`config.mk`:
```
export PLATFORM = sky130hd
export DESIGN_NAME = mcsr_trap
export DESIGN_NICKNAME = d
export VERILOG_FILES = /design/src/rtl/mcsr_trap_pkg.sv /design/src/rtl/mcsr_trap_counter64.sv /design/src/rtl/mcsr_trap.sv
export SDC_FILE = /design/constraint.sdc
export NUM_CORES = 1
export LEC_CHECK = 0
export BUFFER_PORTS_ARGS = -buffer_cell sky130_fd_sc_hd__buf_2
export CAP_MARGIN = 5
export CORE_AREA = 2 2 234 236
export CTS_CLUSTER_DIAMETER = 40
export DETAILED_ROUTE_END_ITERATION = 10
export DIE_AREA = 0 0 236 238
export HOLD_SLACK_MARGIN = 0.1
export PLACE_DENSITY = 0.53
export SLEW_MARGIN = 25
export SYNTH_ARGS = -nofsm -noshare
export SYNTH_HDL_FRONTEND = slang
export SYNTH_SLANG_ARGS = --single-unit
```
`constraint.sdc`:
```
create_clock -name clk -period 4.9 [get_ports clk]
set_input_delay 0.98 -clock clk [delete_from_list [all_inputs] [get_ports clk]]
set_output_delay 0.98 -clock clk [all_outputs]
set_load 0.02 [all_outputs]
```
`src/rtl/mcsr_trap_pkg.sv`:
```
// Shared constants for the machine-mode CSR file: CSR addresses, bit positions
// inside mstatus/mie/mip/misa/mcause, and the mtvec mode encoding.
package mcsr_trap_pkg;

  localparam logic [11:0] CSR_MVENDORID = 12'hF11;
  localparam logic [11:0] CSR_MARCHID   = 12'hF12;
  localparam logic [11:0] CSR_MIMPID    = 12'hF13;
  localparam logic [11:0] CSR_MHARTID   = 12'hF14;
  localparam logic [11:0] CSR_MSTATUS   = 12'h300;
  localparam logic [11:0] CSR_MISA      = 12'h301;
  localparam logic [11:0] CSR_MIE       = 12'h304;
  localparam logic [11:0] CSR_MTVEC     = 12'h305;
  localparam logic [11:0] CSR_MSCRATCH  = 12'h340;
  localparam logic [11:0] CSR_MEPC      = 12'h341;
  localparam logic [11:0] CSR_MCAUSE    = 12'h342;
  localparam logic [11:0] CSR_MTVAL     = 12'h343;
  localparam logic [11:0] CSR_MIP       = 12'h344;
  localparam logic [11:0] CSR_MCYCLE    = 12'hB00;
  localparam logic [11:0] CSR_MINSTRET  = 12'hB02;
  localparam logic [11:0] CSR_MCYCLEH   = 12'hB80;
  localparam logic [11:0] CSR_MINSTRETH = 12'hB82;

  localparam int MSTATUS_MIE_BIT  = 3;
  localparam int MSTATUS_MPIE_BIT = 7;
  localparam int MSTATUS_MPP_LSB  = 11;

  localparam int IRQ_SW_BIT    = 3;
  localparam int IRQ_TIMER_BIT = 7;
  localparam int IRQ_EXT_BIT   = 11;

  localparam int         MISA_I_BIT  = 8;
  localparam logic [1:0] MISA_MXL_32 = 2'b01;

  localparam int MCAUSE_IRQ_BIT = 31;

  typedef enum logic [1:0] {
    MTVEC_DIRECT   = 2'd0,
    MTVEC_VECTORED = 2'd1
  } mtvec_mode_e;

  // Identification registers: readable, but a write is an illegal instruction.
  function automatic logic is_read_only(input logic [11:0] addr);
    return (addr == CSR_MVENDORID) || (addr == CSR_MARCHID) ||
           (addr == CSR_MIMPID)    || (addr == CSR_MHARTID);
  endfunction

endpackage

```
`src/rtl/mcsr_trap_counter64.sv`:
```
// Double-width performance counter with separate half-word write ports.
// A write to either half suppresses the increment for that cycle.
module csr_counter64 #(
  parameter int HALF_W = 32
) (
  input  logic                clk,
  input  logic                rst,
  input  logic                inc,
  input  logic                wr_lo,
  input  logic                wr_hi,
  input  logic [HALF_W-1:0]   wdata,
  output logic [2*HALF_W-1:0] count
);

  logic [2*HALF_W-1:0] count_q, count_d;

  always_comb begin
    // NOTE: default every comb output first so no path leaves it unassigned (no latch).
    count_d = count_q;
    if (wr_lo || wr_hi) begin
      if (wr_lo) count_d[HALF_W-1:0]        = wdata;
      if (wr_hi) count_d[2*HALF_W-1:HALF_W] = wdata;
    end else if (inc) begin
      count_d = count_q + 1'b1;
    end
  end

  always_ff @(posedge clk) begin
    // NOTE: non-blocking so every flop samples pre-edge values regardless of block order.
    if (rst) count_q <= '0;
    else     count_q <= count_d;
  end

  assign count = count_q;

endmodule

```
`src/rtl/mcsr_trap.sv`:
```
// Machine-mode CSR file with trap entry/MRET sequencing, interrupt pending
// logic, direct/vectored trap vector and mcycle/minstret counters.
module mcsr_trap
  import mcsr_trap_pkg::*;
#(
  parameter int                    DATA_WIDTH  = 32,
  parameter logic [DATA_WIDTH-1:0] RESET_MTVEC = '0,
  parameter int                    VECTORED_EN = 1,
  parameter int                    COUNTER_EN  = 1,
  parameter logic [DATA_WIDTH-1:0] HART_ID     = '0
) (
  input  logic                  clk,
  input  logic                  rst,
  input  logic                  csr_rd,
  input  logic                  csr_wr,
  input  logic [11:0]           csr_addr,
  input  logic [DATA_WIDTH-1:0] csr_wdata,
  output logic [DATA_WIDTH-1:0] csr_rdata,
  output logic                  csr_illegal,
  input  logic                  take_trap,
  input  logic [DATA_WIDTH-1:0] trap_cause,
  input  logic [DATA_WIDTH-1:0] trap_val,
  input  logic [DATA_WIDTH-1:0] trap_pc,
  input  logic                  mret,
  input  logic                  instr_retire,
  input  logic                  ext_irq,
  input  logic                  timer_irq,
  input  logic                  sw_irq,
  output logic                  irq_pending,
  output logic [DATA_WIDTH-1:0] trap_vector,
  output logic [DATA_WIDTH-1:0] mepc_out,
  output logic [DATA_WIDTH-3:0] mtvec_base,
  output logic [1:0]            mtvec_mode
);

  localparam int DW = DATA_WIDTH;

  logic          mstatus_mie_q, mstatus_mie_d;
  logic          mstatus_mpie_q, mstatus_mpie_d;
  logic [DW-1:0] mie_q, mie_d;
  logic [DW-1:0] mscratch_q, mscratch_d;
  logic [DW-1:0] mepc_q, mepc_d;
  logic [DW-1:0] mcause_q, mcause_d;
  logic [DW-1:0] mtval_q, mtval_d;
  logic [DW-1:0] mtvec_q, mtvec_d;

  logic [2*DW-1:0] mcycle, minstret;
  logic [DW-1:0]   mstatus_rd, mip_rd, misa_rd, mie_mask;
  logic            addr_valid, wr_en;
  logic [1:0]      wr_mode;

  always_comb begin
    mstatus_rd = '0;
    mstatus_rd[MSTATUS_MPP_LSB+:2] = 2'b11;
    mstatus_rd[MSTATUS_MPIE_BIT]   = mstatus_mpie_q;
    mstatus_rd[MSTATUS_MIE_BIT]    = mstatus_mie_q;
    mip_rd = '0;
    mip_rd[IRQ_EXT_BIT]   = ext_irq;
    mip_rd[IRQ_TIMER_BIT] = timer_irq;
    mip_rd[IRQ_SW_BIT]    = sw_irq;
    mie_mask = '0;
    mie_mask[IRQ_EXT_BIT]   = 1'b1;
    mie_mask[IRQ_TIMER_BIT] = 1'b1;
    mie_mask[IRQ_SW_BIT]    = 1'b1;
    misa_rd = '0;
    misa_rd[DW-1:DW-2] = MISA_MXL_32;
    misa_rd[MISA_I_BIT] = 1'b1;
  end

  always_comb begin
    csr_rdata  = '0;
    addr_valid = 1'b1;
    case (csr_addr)
      CSR_MVENDORID, CSR_MARCHID, CSR_MIMPID: csr_rdata = '0;
      CSR_MHARTID:   csr_rdata = HART_ID;
      CSR_MISA:      csr_rdata = misa_rd;
      CSR_MSTATUS:   csr_rdata = mstatus_rd;
      CSR_MIE:       csr_rdata = mie_q;
      CSR_MTVEC:     csr_rdata = mtvec_q;
      CSR_MSCRATCH:  csr_rdata = mscratch_q;
      CSR_MEPC:      csr_rdata = mepc_q;
      CSR_MCAUSE:    csr_rdata = mcause_q;
      CSR_MTVAL:     csr_rdata = mtval_q;
      CSR_MIP:       csr_rdata = mip_rd;
      CSR_MCYCLE:    csr_rdata = mcycle[DW-1:0];
      CSR_MCYCLEH:   csr_rdata = mcycle[2*DW-1:DW];
      CSR_MINSTRET:  csr_rdata = minstret[DW-1:0];
      CSR_MINSTRETH: csr_rdata = minstret[2*DW-1:DW];
      default:       addr_valid = 1'b0;
    endcase
  end

  assign csr_illegal = ((csr_rd || csr_wr) && !addr_valid) ||
                       (csr_wr && is_read_only(csr_addr));
  assign wr_en = csr_wr && !csr_illegal;

  // Later assignments override earlier ones: trap > mret > CSR write.
  always_comb begin
    mstatus_mie_d  = mstatus_mie_q;
    mstatus_mpie_d = mstatus_mpie_q;
    mie_d          = mie_q;
    mscratch_d     = mscratch_q;
    mepc_d         = mepc_q;
    mcause_d       = mcause_q;
    mtval_d        = mtval_q;
    mtvec_d        = mtvec_q;
    wr_mode        = csr_wdata[1:0];
    if ((VECTORED_EN == 0) || wr_mode[1]) wr_mode = MTVEC_DIRECT;

    if (wr_en) begin
      case (csr_addr)
        CSR_MSTATUS: begin
          mstatus_mie_d  = csr_wdata[MSTATUS_MIE_BIT];
          mstatus_mpie_d = csr_wdata[MSTATUS_MPIE_BIT];
        end
        CSR_MIE:      mie_d      = csr_wdata & mie_mask;
        CSR_MTVEC:    mtvec_d    = {csr_wdata[DW-1:2], wr_mode};
        CSR_MSCRATCH: mscratch_d = csr_wdata;
        CSR_MEPC:     mepc_d     = {csr_wdata[DW-1:2], 2'b00};
        CSR_MCAUSE:   mcause_d   = csr_wdata;
        CSR_MTVAL:    mtval_d    = csr_wdata;
        default: ;
      endcase
    end

    if (mret) begin
      mstatus_mie_d  = mstatus_mpie_q;
      mstatus_mpie_d = 1'b1;
    end

    if (take_trap) begin
      mepc_d         = {trap_pc[DW-1:2], 2'b00};
      mcause_d       = trap_cause;
      mtval_d        = trap_val;
      mstatus_mpie_d = mstatus_mie_q;
      mstatus_mie_d  = 1'b0;
    end
  end

  always_ff @(posedge clk) begin
    if (rst) begin
      mstatus_mie_q  <= 1'b0;
      mstatus_mpie_q <= 1'b0;
      mie_q          <= '0;
      mscratch_q     <= '0;
      mepc_q         <= '0;
      mcause_q       <= '0;
      mtval_q        <= '0;
      mtvec_q        <= RESET_MTVEC;
    end else begin
      mstatus_mie_q  <= mstatus_mie_d;
      mstatus_mpie_q <= mstatus_mpie_d;
      mie_q          <= mie_d;
      mscratch_q     <= mscratch_d;
      mepc_q         <= mepc_d;
      mcause_q       <= mcause_d;
      mtval_q        <= mtval_d;
      mtvec_q        <= mtvec_d;
    end
  end

  always_comb begin
    trap_vector = {mtvec_q[DW-1:2], 2'b00};
    if ((VECTORED_EN != 0) && (mtvec_q[1:0] == MTVEC_VECTORED) && trap_cause[MCAUSE_IRQ_BIT])
      trap_vector = {mtvec_q[DW-1:2], 2'b00} + {trap_cause[DW-3:0], 2'b00};
  end

  assign irq_pending = mstatus_mie_q && |(mie_q & mip_rd);
  assign mepc_out    = mepc_q;
  assign mtvec_base  = mtvec_q[DW-1:2];
  assign mtvec_mode  = mtvec_q[1:0];

  if (COUNTER_EN != 0) begin : g_counters
    csr_counter64 #(.HALF_W(DW)) u_mcycle (
      .clk   (clk),
      .rst   (rst),
      .inc   (1'b1),
      .wr_lo (wr_en && (csr_addr == CSR_MCYCLE)),
      .wr_hi (wr_en && (csr_addr == CSR_MCYCLEH)),
      .wdata (csr_wdata),
      .count (mcycle)
    );
    csr_counter64 #(.HALF_W(DW)) u_minstret (
      .clk   (clk),
      .rst   (rst),
      .inc   (instr_retire),
      .wr_lo (wr_en && (csr_addr == CSR_MINSTRET)),
      .wr_hi (wr_en && (csr_addr == CSR_MINSTRETH)),
      .wdata (csr_wdata),
      .count (minstret)
    );
  end else begin : g_no_counters
    assign mcycle   = '0;
    assign minstret = '0;
  end

endmodule
```
Yosys cells after proc, flatten, opt, wreduce, memory -nomap -nowiden:

Cells that the tools add are included.

* logic and storage cells: 105
* flip-flop bits (word level): 291
* output and inout port bits: 130
* input bits: 150

* reductions and logical operators: 40
* add/sub/neg operators: 3
* muxes and demuxes: 27
* equality and inequality tests: 22
* bitwise logic cells: 1

Operators by type and width (number)
* 32-bit 2-to-1 mux: 14
* 32-bit case mux with 13 select lines: 1
* 64-bit 2-to-1 mux: 3
* 64-bit by 1-bit adder with 64-bit output (second input constant): 2
* 12-bit by 10-bit equality test with 1-bit output (second input constant): 9
* 12-bit equality test (second input constant): 8
* 32-bit adder: 1
* 32-bit OR reduction: 1
* 2-bit AND reduction: 10
* 17-bit OR reduction: 1
* 2-bit nonzero test: 7
* 12-bit bitwise AND: 1
* 1-bit logical AND: 9
* 1-bit 2-to-1 mux: 9
* 2-bit by 1-bit != test with 1-bit output (second input constant): 4
* 1-bit logical OR: 7
* 3-bit nonzero test: 2
* 2-bit by 1-bit equality test with 1-bit output (second input constant): 1
* 1-bit zero test: 2
* 2-bit OR reduction: 1

Longest topological paths before layout:

* depth in word-level cells: 12
* gate-level depth with buffers: 12
* gate-level depth less buffers: 10

By module:

Synthesis repeated with hierarchy kept, for this count alone.

* cells, all modules: 2363
* area, all modules: 18617.9 um^2

Modules (own cells, without submodules)
* mcsr_trap: times used 1, area an instance 10493.8 um^2, cells each 1289, seq. area each 3243.1 um^2
* csr_counter64 (g_counters.u_minstret): times used 1, area an instance 4192.8 um^2, cells each 545, seq. area each 1281.2 um^2
* csr_counter64 (g_counters.u_mcycle): times used 1, area an instance 3931.3 um^2, cells each 529, seq. area each 1281.2 um^2

Worst setup path after synthesis:

OpenSTA, ideal clock, no wires.

* path type: input to output
* from: in trap_cause[0]
* to: out trap_vector[28]
* arrival time: 3320 ps
* buffers on the path: 0
* cell stages on the path: 10
* path slack: 600 ps
* data required time: 3920 ps
* cell sequence: ha_1 -> fa_1 -> a21o_2 -> a221oi_2 -> o41ai_2 -> o31ai_1 -> a31o_1 -> a21oi_1 -> or3_1 -> a41o_1

* word-level cells in the longest chain between the ends: 2

Ends and longest elaborated chain
* from (decl): line mcsr_trap.sv:21 `input logic [DATA_WIDTH-1:0] trap_cause,`
* 32-bit adder: line mcsr_trap.sv:165 `trap_vector = {mtvec_q[DW-1:2], 2'b00} + {trap_cause[DW-3:0], 2'b00};`
* 32-bit 2-to-1 mux: line mcsr_trap.sv:164 `if ((VECTORED_EN != 0) && (mtvec_q[1:0] == MTVEC_VECTORED) && trap_cause[MCAUSE_IRQ_BIT])`
* to (decl): line mcsr_trap.sv:30 `output logic [DATA_WIDTH-1:0] trap_vector,`

No other way between the ends.

Worst setup path after layout:

* from: in csr_addr[3]
* to: out csr_rdata[12]

* word-level cells in the longest chain between the ends: 2
* elaborated cells on any way between the ends: 14
* those cells by class: eq/ne: 13; mux: 1

Ends and longest elaborated chain
* from (decl): line mcsr_trap.sv:16 `input logic [11:0] csr_addr,`
* 12-bit equality test or 12-bit by 10-bit equality test with 1-bit output (tied branches): line mcsr_trap.sv:73 `case (csr_addr)`
* 32-bit case mux with 13 select lines (*): line mcsr_trap.sv:73
* to (decl): line mcsr_trap.sv:18 `output logic [DATA_WIDTH-1:0] csr_rdata,`

Every way passes the cells marked *; elsewhere a longest branch is shown, timed or not.

==> impl_metrics.yaml <==
clock_network:
  cts_root_buf: "clkbuf_16"
  htreeDepth: 2
  ctsResizeCount: 0
  clock-sinks: 290
  cts_made_buffers: 60
  cts_hold_buf: 0
  post_cts_buffers: 0
  clk-insertion-delay-late_ps: 620
  clk_pin_slew_ps: 50
  cts_tree: "yes"
  clockBufferDepth: 3
pwr:
  p_per_area_mw_per_mm2: 323
  leakage_nw: 8.73
  ir_drop_v: 0.000238
setup_path:
  cp-end-kind: "output pin"
  cp-start-kind: "input port"
  worstSetupPathType: "input port to output pin"
  arrival_ps: 3790
  crit_required_ps: 3920
  worstPathMaxFanout: 16
routing:
  drc_errors: 0
  wl_per_cell_um: 24.2
  drtIter0Drc: 2292
  wl_mm: 86.8
  via_count: 21300
  drtAntennaViolNets: 0
  viasPerCell: 5.94
  firstDrtPassIters: 6
timing:
  drv_slew: 0
  rsz0062_at_grt: "no"
  slew-limit-headroom: 0.408
  hold_violations: 0
  max_freq_ghz: 0.210
  clock_skew_ps: 18.1
  fin_tns_setup_ps: 0
  setup_viol: 0
  min_period_over_period: 0.973
  period_needed_ps: 4770
  tightest_slew_ps: 889
synthesis:
  ys_seq_area_frac: 0.312
  yosysWarnings: 0
  yosys.area.top_type: "dfxtp_1"
  synth_cells: 2671
  ys.flop_type: "dfxtp_1"
  synth_common_cells: "nand2_1, a21oi_1, dfxtp_1"
  synth_top_cell_area_share: 0.312
  synth-edff-count: 0
  synth_area_leaders: "dfxtp_1, a21oi_1, nand2_1"
  syn-cell-area_sq_mm: 0.0186
  synth-seq-cells: 290
  ys_types: 83
  yosysMostFrequentCell: "nand2_1"
  synth-async-reset-ratio: 0
  syn_avg_cell_area_sq_um: 6.96
place:
  portBuffers: 272
  placed_area_sq_mm: 0.0205
  dp_cells: 3473
  hpwl_mm: 62.6
  gp_congestion: 1.01
status:
  status: "finished, final reports clean"
worst_hold_path:
  hp-class: "flop to flop"
layout:
  final_cells: 3589
  nFillCells: 5510
  final_layout_size_suffix_gt1_frac: 0.178
  area_growth_syn_to_layout_pct: 22.1
  stdcell_area_sq_mm: 0.0227
  final_nets: 3021
grt:
  grt.total_usage: 0.297
  grt_pass1_wl_mm: 126
  first_global_vias: 19600
  antenna_found_initial: 12
  overflow: 0
  grt_max_degree: 129
run:
  drv_cap: 0
floorplan:
  fp.dieArea_sq_mm: 0.0562
  ios: 280
  start_util: 0.348
  die_h_um: 238
  core_sq_mm: 0.0535
  rows: 85
  die_x_um: 236
==> stage by stage <==
stage / worst slack [ps] / power [mW] / utilization / hold slack (ps)
final: 134 / 7.33 / 0.424 / 453
after global routing: 39.3 / 7.51 / 0.424 / 476
after CTS: 66.3 / 7.35 / 0.424 / 454
after detailed placement: 75.2 / 2.98 / 0.383 / 447
after global placement: 68.7 / 2.98 / 0.383 / 442
after floorplan: 600 / 2.75 / - / 436
==> layout by cell type (no fill, tap or decap), drive strengths merged, types with 10 or more instances in the layout <==
cell / instances
a221oi: 35
a22oi: 77
nor4: 15
a21o: 24
o41ai: 13
buf: 343
bufinv: 10
nand3: 96
nand2: 511
nor2: 281
clkinv: 15
dfxtp: 290
o31ai: 24
and3: 37
a211oi: 40
o21ai: 197
nand4: 36
clkbuf: 73
a31oi: 18
a21oi: 392
inv: 23
xnor2: 11
mux2i: 67
and2: 17
nor3: 51
xor2: 14
o22ai: 21
and4: 12
ha: 31
==> power by group <==
group,switching [mW],internal (mW),total (mW),leakage [nW]
clock network,1.46,2.92,4.38,1.04
registers,0.0391,2.41,2.45,2.35
logic,0.348,0.149,0.497,5.34
==> cells by family after synthesis <==
kind of cell               count (synthesis)  synth area share
and+or+nand+nor                         1099             0.265
AOI/OAI and AO/OA                        893             0.290
DFF                                      290             0.312
buffers and inverters                    259            0.0593
muxes                                     72            0.0391
adders and majority gates                 32            0.0219
xor gates and xnor gates                  25            0.0118
other                                      1          0.000202
==> sequential cells by signal, indices dropped and copies added (netlist names) <==
name                         count
g_counters.u_mcycle.count       64
g_counters.u_minstret.count     64
mcause_q                        32
mscratch_q                      32
mtval_q                         32
mtvec_q                         31
mepc_out                        30
mie_q                            3
mstatus_mie_q                    1
mstatus_mpie_q                   1
==> critical path: stages <==
cell and delay [ps]:
buf_2 110, and4bb_2 350, nand2_1 90, nor3_1 630, nand2_2 390, buf_4 280, o21ai_0 330, a221oi_1 130
nand3_1 280, buf_2 220
==> path summary, 6_finish.rpt <==
kind / depth (start not counted) / from / slack [ps] / end
worst max register to register: 7 / g_counters.u_mcycle.count[8]$_SDFFE_PP0P_ / 1780 / g_counters.u_mcycle.count[50]$_SDFFE_PP0P_
worst min-delay path: 2 / mscratch_q[16]$_SDFFE_PP0P_ / 450 / mscratch_q[16]$_SDFFE_PP0P_
worst max-delay path: 10 / csr_addr[3] / 130 / csr_rdata[12]
worst min register to register: 2 / mscratch_q[16]$_SDFFE_PP0P_ / 450 / mscratch_q[16]$_SDFFE_PP0P_
==> cell type report <==
class	count	area (sq um)	share of cell area
Sequential cell	290	5810	0.256
Timing Repair Buffer	343	2010	0.0886
Clock buffer	73	1650	0.0728
Inverter	18	67.6	0.00298
Multi-Input combinational cell	2126	11800	0.519
Antenna cell	4	10.0	0.000441
Clock inverter	39	509	0.0224
Tap cell	696	871	0.0384
==> layer usage <==
layer,wire length (um),global-route usage
met1,35400,0.380
met5,65,0
met3,7770,0.0600
met2,39600,0.483
met4,4010,0.136
No activity file was read; power rests on OpenSTA's default activity.
